==> config.mk <==
export PLATFORM = sky130hd
export DESIGN_NAME = oam_dma_engine_flat
export DESIGN_NICKNAME = d
export VERILOG_FILES = /design/src/rtl/oam_dma_engine_pkg.sv /design/src/rtl/oam_dma_engine_if.sv /design/src/rtl/oam_dma_bus_mux.sv /design/src/rtl/oam_dma_engine.sv /design/src/flat_wrapper.sv
export SDC_FILE = /design/constraint.sdc
export NUM_CORES = 1
export LEC_CHECK = 0
export CORE_MARGIN = 3
export CORE_UTILIZATION = 40
export CTS_BUF_LIST = sky130_fd_sc_hd__clkbuf_8
export CTS_CLUSTER_DIAMETER = 50
export DETAILED_ROUTE_END_ITERATION = 16
export DONT_BUFFER_PORTS = 1
export PLACE_DENSITY = 0.62
export SLEW_MARGIN = 20
export SYNTH_ARGS = -nofsm -noshare
export SYNTH_HDL_FRONTEND = slang
export SYNTH_SLANG_ARGS = --single-unit
export TNS_END_PERCENT = 100
==> constraint.sdc <==
create_clock -name clk -period 2.4 [get_ports clk]
set_clock_uncertainty 0.1 [all_clocks]
set_input_delay 0.24 -clock clk [delete_from_list [all_inputs] [get_ports clk]]
set_output_delay 0.24 -clock clk [all_outputs]
set_load 0.01 [all_outputs]
==> src/rtl/oam_dma_engine_pkg.sv <==
// Shared constants, FSM state type and source-page remap for the OAM DMA engine.
package oam_dma_engine_pkg;

    localparam logic [15:0] DEF_OAM_BASE = 16'hFE00;
    localparam int          DMA_LEN      = 160;
    localparam logic [15:0] DMA_REG_ADDR = 16'hFF46;

    typedef enum logic [2:0] {
        IDLE,
        PRIME,
        RD,
        WR,
        FIN
    } dma_state_t;

    // Echo RAM pages E0..FF alias work RAM C0..DF, so the engine reads the real RAM.
    function automatic logic [7:0] src_page_remap(input logic [7:0] page);
        return (page >= 8'hE0) ? (page - 8'h20) : page;
    endfunction

endpackage

==> src/rtl/oam_dma_engine_if.sv <==
// DMA control, engine-side memory bus, CPU-side bus and the muxed memory-unit bus.
interface oam_dma_engine_if;

    logic        dma_start;
    logic [7:0]  dma_page;
    logic [7:0]  mem_rdata;

    logic        bus_req;
    logic [15:0] mem_addr;
    logic        mem_oe;
    logic        mem_we;
    logic [7:0]  mem_wdata;
    logic        busy;
    logic        done;

    logic [15:0] cpu_addr;
    logic        cpu_oe;
    logic        cpu_we;
    logic [7:0]  cpu_wdata;

    logic [15:0] bus_addr;
    logic        bus_oe;
    logic        bus_we;
    logic [7:0]  bus_wdata;

    modport master (
        input  dma_start, dma_page, mem_rdata,
        input  cpu_addr, cpu_oe, cpu_we, cpu_wdata,
        output bus_req, mem_addr, mem_oe, mem_we, mem_wdata, busy, done,
        output bus_addr, bus_oe, bus_we, bus_wdata
    );

    modport slave (
        output dma_start, dma_page, mem_rdata,
        output cpu_addr, cpu_oe, cpu_we, cpu_wdata,
        input  bus_req, mem_addr, mem_oe, mem_we, mem_wdata, busy, done,
        input  bus_addr, bus_oe, bus_we, bus_wdata
    );

endinterface

==> src/rtl/oam_dma_bus_mux.sv <==
// Memory-unit bus select: the DMA engine owns the bus while bus_req is high,
// and the CPU strobes are forced low for that whole window.
module oam_dma_bus_mux (
    input  logic        bus_req,
    input  logic [15:0] dma_addr,
    input  logic        dma_oe,
    input  logic        dma_we,
    input  logic [7:0]  dma_wdata,
    input  logic [15:0] cpu_addr,
    input  logic        cpu_oe,
    input  logic        cpu_we,
    input  logic [7:0]  cpu_wdata,
    output logic [15:0] mem_addr,
    output logic        mem_oe,
    output logic        mem_we,
    output logic [7:0]  mem_wdata
);

    logic cpu_oe_gated;
    logic cpu_we_gated;

    always_comb begin
        cpu_oe_gated = cpu_oe & ~bus_req;
        cpu_we_gated = cpu_we & ~bus_req;
        if (bus_req) begin
            mem_addr  = dma_addr;
            mem_oe    = dma_oe;
            mem_we    = dma_we;
            mem_wdata = dma_wdata;
        end else begin
            mem_addr  = cpu_addr;
            mem_oe    = cpu_oe_gated;
            mem_we    = cpu_we_gated;
            mem_wdata = cpu_wdata;
        end
    end

endmodule

==> src/rtl/oam_dma_engine.sv <==
// OAM DMA master: copies XFER_LEN bytes from {src_page,00} to OAM_BASE, one
// read/write pair per byte, with read and write address phases overlapping data phases.
module oam_dma_engine
    import oam_dma_engine_pkg::*;
#(
    parameter logic [15:0] OAM_BASE = DEF_OAM_BASE,
    parameter int          XFER_LEN = DMA_LEN
) (
    input  logic              clk,
    input  logic              rst,
    oam_dma_engine_if.master  dma_if
);

    localparam int                IDX_W    = $clog2(XFER_LEN);
    localparam logic [IDX_W-1:0]  LAST_IDX = IDX_W'(XFER_LEN - 1);

    dma_state_t        state_q, state_d;
    logic [IDX_W-1:0]  idx_q, idx_d;
    logic [7:0]        data_q, data_d;
    logic [7:0]        src_q, src_d;

    logic [15:0]       dma_addr;
    logic              dma_oe;
    logic              dma_we;
    logic [7:0]        dma_wdata;
    logic              busy;
    logic              done;

    always_ff @(posedge clk or posedge rst) begin
        if (rst) begin
            state_q <= IDLE;
            idx_q   <= '0;
            data_q  <= '0;
            src_q   <= '0;
        end else begin
            state_q <= state_d;
            idx_q   <= idx_d;
            data_q  <= data_d;
            src_q   <= src_d;
        end
    end

    // Outputs decode registered state only; mem_rdata reaches nothing but data_q.
    always_comb begin
        state_d   = state_q;
        idx_d     = idx_q;
        data_d    = data_q;
        src_d     = src_q;
        dma_addr  = '0;
        dma_oe    = 1'b0;
        dma_we    = 1'b0;
        dma_wdata = '0;
        busy      = 1'b0;
        done      = 1'b0;

        case (state_q)
            IDLE: begin
            end
            PRIME: begin
                busy     = 1'b1;
                dma_addr = {src_q, 8'(idx_q)};
                state_d  = RD;
            end
            RD: begin
                busy     = 1'b1;
                dma_oe   = 1'b1;
                data_d   = dma_if.mem_rdata;
                dma_addr = OAM_BASE + 16'(idx_q);
                state_d  = WR;
            end
            WR: begin
                busy      = 1'b1;
                dma_we    = 1'b1;
                dma_wdata = data_q;
                if (idx_q == LAST_IDX) begin
                    state_d = FIN;
                end else begin
                    // Next source read overlaps this write's data phase.
                    idx_d    = idx_q + IDX_W'(1);
                    dma_addr = {src_q, 8'(idx_q + IDX_W'(1))};
                    state_d  = RD;
                end
            end
            FIN: begin
                done    = 1'b1;
                state_d = IDLE;
            end
            default: begin
                state_d = IDLE;
            end
        endcase

        // A start pulse always wins: fresh page, index back to zero, re-prime.
        if (dma_if.dma_start) begin
            src_d   = src_page_remap(dma_if.dma_page);
            idx_d   = '0;
            state_d = PRIME;
        end
    end

    assign dma_if.bus_req   = busy;
    assign dma_if.busy      = busy;
    assign dma_if.done      = done;
    assign dma_if.mem_addr  = dma_addr;
    assign dma_if.mem_oe    = dma_oe;
    assign dma_if.mem_we    = dma_we;
    assign dma_if.mem_wdata = dma_wdata;

    oam_dma_bus_mux u_bus_mux (
        .bus_req   (busy),
        .dma_addr  (dma_addr),
        .dma_oe    (dma_oe),
        .dma_we    (dma_we),
        .dma_wdata (dma_wdata),
        .cpu_addr  (dma_if.cpu_addr),
        .cpu_oe    (dma_if.cpu_oe),
        .cpu_we    (dma_if.cpu_we),
        .cpu_wdata (dma_if.cpu_wdata),
        .mem_addr  (dma_if.bus_addr),
        .mem_oe    (dma_if.bus_oe),
        .mem_we    (dma_if.bus_we),
        .mem_wdata (dma_if.bus_wdata)
    );

endmodule

==> src/flat_wrapper.sv <==
// flat-port wrapper written by rule: the top's interface ports become plain ports
module oam_dma_engine_flat import oam_dma_engine_pkg::*;
#(
    parameter logic [15:0] OAM_BASE = DEF_OAM_BASE,
    parameter int          XFER_LEN = DMA_LEN
)
  (clk, rst, dma_if_dma_start, dma_if_dma_page, dma_if_mem_rdata, dma_if_cpu_addr, dma_if_cpu_oe, dma_if_cpu_we, dma_if_cpu_wdata, dma_if_bus_req, dma_if_mem_addr, dma_if_mem_oe, dma_if_mem_we, dma_if_mem_wdata, dma_if_busy, dma_if_done, dma_if_bus_addr, dma_if_bus_oe, dma_if_bus_we, dma_if_bus_wdata);
  oam_dma_engine_if dma_if_i ();
  input  logic clk;
  input  logic rst;
  input wire logic [$bits(dma_if_i.dma_start)-1:0] dma_if_dma_start;
  input wire logic [$bits(dma_if_i.dma_page)-1:0] dma_if_dma_page;
  input wire logic [$bits(dma_if_i.mem_rdata)-1:0] dma_if_mem_rdata;
  input wire logic [$bits(dma_if_i.cpu_addr)-1:0] dma_if_cpu_addr;
  input wire logic [$bits(dma_if_i.cpu_oe)-1:0] dma_if_cpu_oe;
  input wire logic [$bits(dma_if_i.cpu_we)-1:0] dma_if_cpu_we;
  input wire logic [$bits(dma_if_i.cpu_wdata)-1:0] dma_if_cpu_wdata;
  output wire logic [$bits(dma_if_i.bus_req)-1:0] dma_if_bus_req;
  output wire logic [$bits(dma_if_i.mem_addr)-1:0] dma_if_mem_addr;
  output wire logic [$bits(dma_if_i.mem_oe)-1:0] dma_if_mem_oe;
  output wire logic [$bits(dma_if_i.mem_we)-1:0] dma_if_mem_we;
  output wire logic [$bits(dma_if_i.mem_wdata)-1:0] dma_if_mem_wdata;
  output wire logic [$bits(dma_if_i.busy)-1:0] dma_if_busy;
  output wire logic [$bits(dma_if_i.done)-1:0] dma_if_done;
  output wire logic [$bits(dma_if_i.bus_addr)-1:0] dma_if_bus_addr;
  output wire logic [$bits(dma_if_i.bus_oe)-1:0] dma_if_bus_oe;
  output wire logic [$bits(dma_if_i.bus_we)-1:0] dma_if_bus_we;
  output wire logic [$bits(dma_if_i.bus_wdata)-1:0] dma_if_bus_wdata;
  assign dma_if_i.dma_start = dma_if_dma_start;
  assign dma_if_i.dma_page = dma_if_dma_page;
  assign dma_if_i.mem_rdata = dma_if_mem_rdata;
  assign dma_if_i.cpu_addr = dma_if_cpu_addr;
  assign dma_if_i.cpu_oe = dma_if_cpu_oe;
  assign dma_if_i.cpu_we = dma_if_cpu_we;
  assign dma_if_i.cpu_wdata = dma_if_cpu_wdata;
  assign dma_if_bus_req = dma_if_i.bus_req;
  assign dma_if_mem_addr = dma_if_i.mem_addr;
  assign dma_if_mem_oe = dma_if_i.mem_oe;
  assign dma_if_mem_we = dma_if_i.mem_we;
  assign dma_if_mem_wdata = dma_if_i.mem_wdata;
  assign dma_if_busy = dma_if_i.busy;
  assign dma_if_done = dma_if_i.done;
  assign dma_if_bus_addr = dma_if_i.bus_addr;
  assign dma_if_bus_oe = dma_if_i.bus_oe;
  assign dma_if_bus_we = dma_if_i.bus_we;
  assign dma_if_bus_wdata = dma_if_i.bus_wdata;
  oam_dma_engine #(.OAM_BASE(OAM_BASE), .XFER_LEN(XFER_LEN)) u_core (.clk(clk), .rst(rst), .dma_if(dma_if_i));
endmodule
==> flow_summary.ini, run 1 <==
[outcome]
outcome = complete, no violations

[timing]
rsz0062_at_grt = no
hold_viol = 0
finalCritPeriodShare_pct = 94.4
final.setup.tns_ns = 0
drv_slew = 0
relSlewSlack_pct = 65.3
fmax_mhz = 442
fin_crit_ns = 2.26
tightest_slew_ns = 0.518
setup_viol_count_final = 0

[final_layout]
nNetsFinal = 252
fin_util_pct = 45.3
area_growth_pct = 8.41
layout-drive-gt1-share_pct = 20.1
num_antenna_cells = 0

[synth]
synth.ff_latch_count = 27
syn-num-nets = 252
synthTopCellsByCount = dfrtp_1, a21o_1, nor2_1
synth_warnings = 0
synth_most_common_cell = dfrtp_1
synth_top_area_cell = dfrtp_1
syn_inst = 205
yosys-top-cells-area = dfrtp_1, mux2_2, a21o_1, a221o_1, a21oi_1
synth_cell_type_count = 47
syn_avg_cell_area_um2 = 9.00
synth-main-ff-cell = dfrtp_1
ys_async_sr_fraction_pct = 100
synth_edf_count = 0
yosys.area.top_type_share_pct = 36.6
ys_seq_area_share_pct = 36.6
synth_area_um2 = 1850

[worst_setup_path]
crit_required_ns = 2.06
critPathKind = register to output port
crit_slowest_cell = dfrtp_1
crit_end = dma_if_bus_wdata[3]
r2r-start = u_core.state_q[0]$_DFFE_PP0P_
reg2reg_depth = 4
max_stage_delay_ns = 0.47
worstPathArrival_ns = 1.92
crit_family = buffers and inverters
rrSetupSlack_ns = 0.51
r2r-end = u_core.data_q[4]$_DFFE_PP0N_
crit_cells = 7
cp-end-kind = output port
start_kind = register
cp_max_fo = 9
crit_path_cell_trace = inv_2, nand3_1, inv_2, buf_4, buf_4, and2_1, a21o_1
cp.buffers_inverters = 4
setup.worst_path.start = u_core.state_q[2]$_DFFE_PP0P_

[placement]
gp_congestion = 0.761
port-buffer-count = 0
hpwl_um = 3100

[power_and_ir_drop]
peakVddDrop_v = 0.000295
power_density_nw_per_um2 = 537
p_leak_nw = 0.936

[clock_network]
cts_tree = yes
cts_buffers = 3
clkTransAtPathRegs_ns = 0.09
root_buffer = clkbuf_8
h-tree-depth = 1
cts.path.max_buffers = 2
cts_sinks = 27
insertion_delay_ns = 0.26

[detailed_routing]
vias_per_cell = 5.93
wl_per_cell_um = 16.7
drt_iter0_markers = 35
wl_um = 4280
drcViolationCount = 0
ant_nets = 0
vias = 1519
drt_pre_antenna_iters = 4

[job]
drv_cap = 0

[grt]
grt_pass1_wl_um = 6580
grt_pass1_vias = 1390
antenna_found_initial = 0
overflow = 0
gr-usage-all-layers_pct = 15.4
grt_start_max_net_pins = 30

[die]
placementRows = 24
die_area_um2 = 5460
start_util_pct = 41.8
fp.dieH_um = 73.9
coreArea_um2 = 4410
die_x_um = 73.9
io-pin-count = 100

[worst_hold_path]
holdCritPathClass = input pin to register
## sequential cells by signal, summed over array words and instances, names as in the netlist
name            cells
u_core.state_q      3
u_core.idx_q        8
u_core.data_q       8
u_core.src_q        8
## power breakdown
part / switching (mW) / leakage (nW) / internal (mW)
combinational: 0.163 / 0.576 / 0.120
clock: 0.137 / 0.0255 / 0.116
sequential: 0.0347 / 0.335 / 0.505
total: 0.334 / 0.936 / 0.741
## layout by cell type (no fill, tap or decap), drive strengths merged, types with 2 or more instances in the layout
master	netlist	final
nand4	3	3
a31oi	5	5
inv	10	10
nand2	13	13
dfrtp	27	27
and2	9	9
nand3	9	9
xnor2	3	3
dlygate4sd3	0	2
a21oi	12	12
buf	7	8
a21o	17	17
a221o	7	7
o21ai	11	11
a311oi	2	2
ha	2	2
nor2	16	16
nor3	6	6
nor2b	2	2
o21a	2	2
clkbuf	8	3
xor2	2	2
mux2	14	14
## worst reg2reg max path: stages (launching register included)
cell	delay [ns]
dfrtp_1	0.48
buf_4	0.21
nor3b_4	0.29
buf_4	0.32
mux2_2	0.37
## cells by family (layout without fill, tap and decap cells)
group	Yosys count	after routing	share of synthesized area, %
AOI/OAI and AO/OA	64	64	24.7
buffers and inverters	25	24	5.97
and+or+nand+nor	67	67	19.9
muxes	15	15	9.08
DFF	27	27	36.6
xor gates and xnor gates	5	5	2.37
adders and majority gates	2	2	1.36
## timing repair
action / in CTS / in global routing
hold endpoints to repair: 40 / 0
hold buffers: 2 / 0
endpoints found under the setup margin: 1 / 24
gates resized for setup: 1 / 6
setup buffers: 0 / 0
## metrics by stage
| stage | total power, mW | setup slack [ns] | instance area [um^2] | instances | hold slack, ns |
|---|---|---|---|---|---|
| 3_5_place_dp | 0.826 | 0.297 | 1910 | 250 | 0.118 |
| 2_1_floorplan | 0.782 | 0.415 | 1850 | 205 | 0.193 |
| 5_1_grt | 1.13 | 0.00816 | 2000 | 256 | 0.00342 |
| 4_1_cts | 1.09 | 0.0629 | 1980 | 256 | 0.00588 |
| 6_report | 1.07 | 0.135 | 2000 | 256 | 0.0140 |
| 3_3_place_gp | 0.824 | 0.351 | 1910 | 250 | 0.119 |
## layer usage
| layer | vias up | part of all wire (%) | global-route usage [%] |
|---|---|---|---|
| met5 | - | 0 | 0 |
| met4 | 0 | 0.54 | 4.63 |
| met3 | 2 | 7.1 | 2.60 |
| met2 | 71 | 46 | 24.5 |
| met1 | 703 | 46 | 21.4 |
| li1 | 743 | - | - |
## layout make-up
type,instances,area [um^2]
clock buffer,3,41.3
clock inverter,1,5.00
fill,441,2410
inverter,10,37.5
multi-input combinational,153,1090
sequential,27,678
tap,52,65.1
timing repair buffer,10,80.1
## worst min-delay path by stage
stage	from	endpoint	slack [ns]	cells after the start
final	dma_if_dma_start	u_core.src_q[5]$_DFFE_PP0P_	0.01	2
after detailed placement	rst	u_core.src_q[3]$_DFFE_PP0P_	0.12	2
after floorplan	rst	u_core.data_q[0]$_DFFE_PP0N_	0.19	1
after global placement	rst	u_core.data_q[7]$_DFFE_PP0N_	0.12	2
after global routing	dma_if_dma_page[2]	u_core.src_q[2]$_DFFE_PP0P_	0.003	1
after CTS	dma_if_mem_rdata[1]	u_core.data_q[1]$_DFFE_PP0N_	0.006	1
Power figures use the tool's default switching activity.
==> inputs of run 2 (changes only) <==
--- a/config.mk
+++ b/config.mk
@@ -12,7 +12,6 @@
 export DETAILED_ROUTE_END_ITERATION = 16
 export DONT_BUFFER_PORTS = 1
 export PLACE_DENSITY = 0.62
-export SLEW_MARGIN = 20
 export SYNTH_ARGS = -nofsm -noshare
 export SYNTH_HDL_FRONTEND = slang
 export SYNTH_SLANG_ARGS = --single-unit
==> results of run 2 <==
No change in the layout: final DEF, timing and power equal those of run 1.
==> inputs of run 3 (changes only) <==
--- a/config.mk
+++ b/config.mk
@@ -9,9 +9,10 @@
 export CORE_UTILIZATION = 40
 export CTS_BUF_LIST = sky130_fd_sc_hd__clkbuf_8
 export CTS_CLUSTER_DIAMETER = 50
+export CTS_CLUSTER_SIZE = 24
 export DETAILED_ROUTE_END_ITERATION = 16
-export DONT_BUFFER_PORTS = 1
-export PLACE_DENSITY = 0.62
+export GPL_TIMING_DRIVEN = 0
+export PLACE_DENSITY = 0.9
 export SYNTH_ARGS = -nofsm -noshare
 export SYNTH_HDL_FRONTEND = slang
 export SYNTH_SLANG_ARGS = --single-unit
==> run 3 against run 2 <==
  * Largest cell class is now non-clock buffers
  * Global-route usage increased by 6.8 points
  * Worst hold slack improved by 0.39 ns
  * Sequential share of layout area decreased by 13 points
  * Routed wire length increased by 47%
  * Sequential cell count unchanged
  * Via count increased by 40%
  * Register-to-register slack about the same
  * Critical endpoint is now dma_if_mem_addr[4]
  * Setup slack got worse by 0.082 ns
  * Clock power increased by 7%
  * Largest power group unchanged
==> flow_summary.ini, run 3 (same netlist as run 1, synthesis figures left out) <==
[die]
die_x_um = 73.9
die_area_um2 = 5460
coreArea_um2 = 4410
fp.dieH_um = 73.9
placementRows = 24
io-pin-count = 100
start_util_pct = 41.8

[power_and_ir_drop]
p_leak_nw = 1.65
power_density_nw_per_um2 = 418
peakVddDrop_v = 0.000328
power.total_mw = 1.34

[clock_network]
cts.path.max_buffers = 2
holdBufCountCts = 0
cts_tree = yes
root_buffer = clkbuf_8
cts_sinks = 27
cts_buffers = 3
insertion_delay_ns = 0.28
clkTransAtPathRegs_ns = 0.10
h-tree-depth = 1

[timing]
setup_viol_count_final = 0
tightest_slew_ns = 1.04
drv_slew = 0
hold_viol = 0
relSlewSlack_pct = 30.5
finalCritPeriodShare_pct = 97.8
fmax_mhz = 426
fin_crit_ns = 2.35

[grt]
gr-usage-all-layers_pct = 22.2
grt_pass1_vias = 2065
antenna_found_initial = 0
grt_start_max_net_pins = 28
overflow = 0
grt_pass1_wl_um = 9650

[final_layout]
final_cell_area_um2 = 3200
nNetsFinal = 377
mostFrequentLayoutCell = clkdlybuf4s50_1
layout-drive-gt1-share_pct = 26.1
final_cell_mix = clkdlybuf4s50_1, buf_4, dfrtp_1, a21o_1, dlygate4sd2_1
top_regs = u_core.data_q x8, u_core.idx_q x8, u_core.src_q x8
area_growth_pct = 73.6
finalNonFillerCells = 381
num_antenna_cells = 0

[worst_setup_path]
setup.worst_path.start = u_core.idx_q[1]$_DFFE_PP0P_
crit_required_ns = 2.06
r2r-start = u_core.idx_q[6]$_DFFE_PP0P_
cp-end-kind = output port
start_kind = register
cp_max_fo = 5
rrSetupSlack_ns = 0.51
worstPathArrival_ns = 2.01
critPathKind = register to output port

[detailed_routing]
vias_per_cell = 5.57
drcViolationCount = 0
wl_um = 6290
wl_per_cell_um = 16.5
ant_nets = 0
vias = 2121
drt_pre_antenna_iters = 4
drt_iter0_markers = 170

[placement]
gp_congestion = 0.839
place_inst = 356
hpwl_um = 4290
place_area_um2 = 2900
port-buffer-count = 99

[job]
drv_cap = 0

[outcome]
outcome = complete, no violations

[worst_hold_path]
holdCritPathClass = register to register
hp-start = u_core.data_q[1]$_DFFE_PP0N_
[run 3: worst paths after layout]
kind / cells after the start / to
min in group asynchronous: 2 / u_core.data_q[7]$_DFFE_PP0N_
max: 7 / dma_if_mem_addr[4]
max reg2reg: 5 / u_core.idx_q[7]$_DFFE_PP0P_
min reg2reg: 1 / u_core.data_q[1]$_DFFE_PP0N_
max in group asynchronous: 2 / u_core.state_q[0]$_DFFE_PP0P_
min: 1 / u_core.data_q[1]$_DFFE_PP0N_
[run 3: final cells by class]
type	count	area [um^2]
plain buffers	15	97.6
well taps	52	65.1
inverters	10	42.5
fillers	319	1210
clock inverters	1	7.51
multi-input cells	153	1150
clock buffers	3	41.3
repair buffers	120	1110
flip-flops and latches	27	682
[run 3: worst max-delay path, cell delays in order, from the launching register on]
cell and delay (ns):
dfrtp_2 0.45, ha_4 0.20, buf_4 0.15, and3_2 0.25, and3b_1 0.16, o21ai_0 0.16
a21oi_1 0.08, dlygate4sd2_1 0.28
[run 3: routing by layer]
| metal | part of all wire [%] | track usage [%] | vias up |
|---|---|---|---|
| met2 | 52 | 37.8 | 101 |
| met1 | 38 | 28.0 | 1014 |
| li1 | - | - | 996 |
| met3 | 8.3 | 4.10 | 10 |
| met5 | 0 | 0 | - |
| met4 | 1.8 | 7.85 | 0 |
[run 3: repair_timing]
item	CTS	global route
gates resized for setup	65	34
cloned	1	0
endpoints found under the setup margin	49	32
buffers inserted	15	5
pin swaps	2	5
[run 3: power by group]
part / leakage (nW) / internal (mW) / switching, mW / total [mW]
Sequential: 0.330 / 0.505 / 0.0308 / 0.536
Combinational: 1.29 / 0.306 / 0.228 / 0.534
Clock: 0.0217 / 0.118 / 0.153 / 0.271
[run 3: through the flow]
| stage | setup slack, ns | hold slack (ns) | TNS (ns) | utilization, % |
|---|---|---|---|---|
| 2_1_floorplan | 0.415 | 0.193 | 0 | - |
| 4_1_cts | -0.0860 | 0.410 | -0.176 | 71.3 |
| 3_3_place_gp | -0.216 | 0.382 | -3.40 | 65.7 |
| 6_report | 0.0534 | 0.406 | 0 | 72.6 |
| 3_5_place_dp | -0.290 | 0.387 | -4.89 | 65.7 |
| 5_1_grt | -0.0164 | 0.430 | -0.0211 | 72.6 |
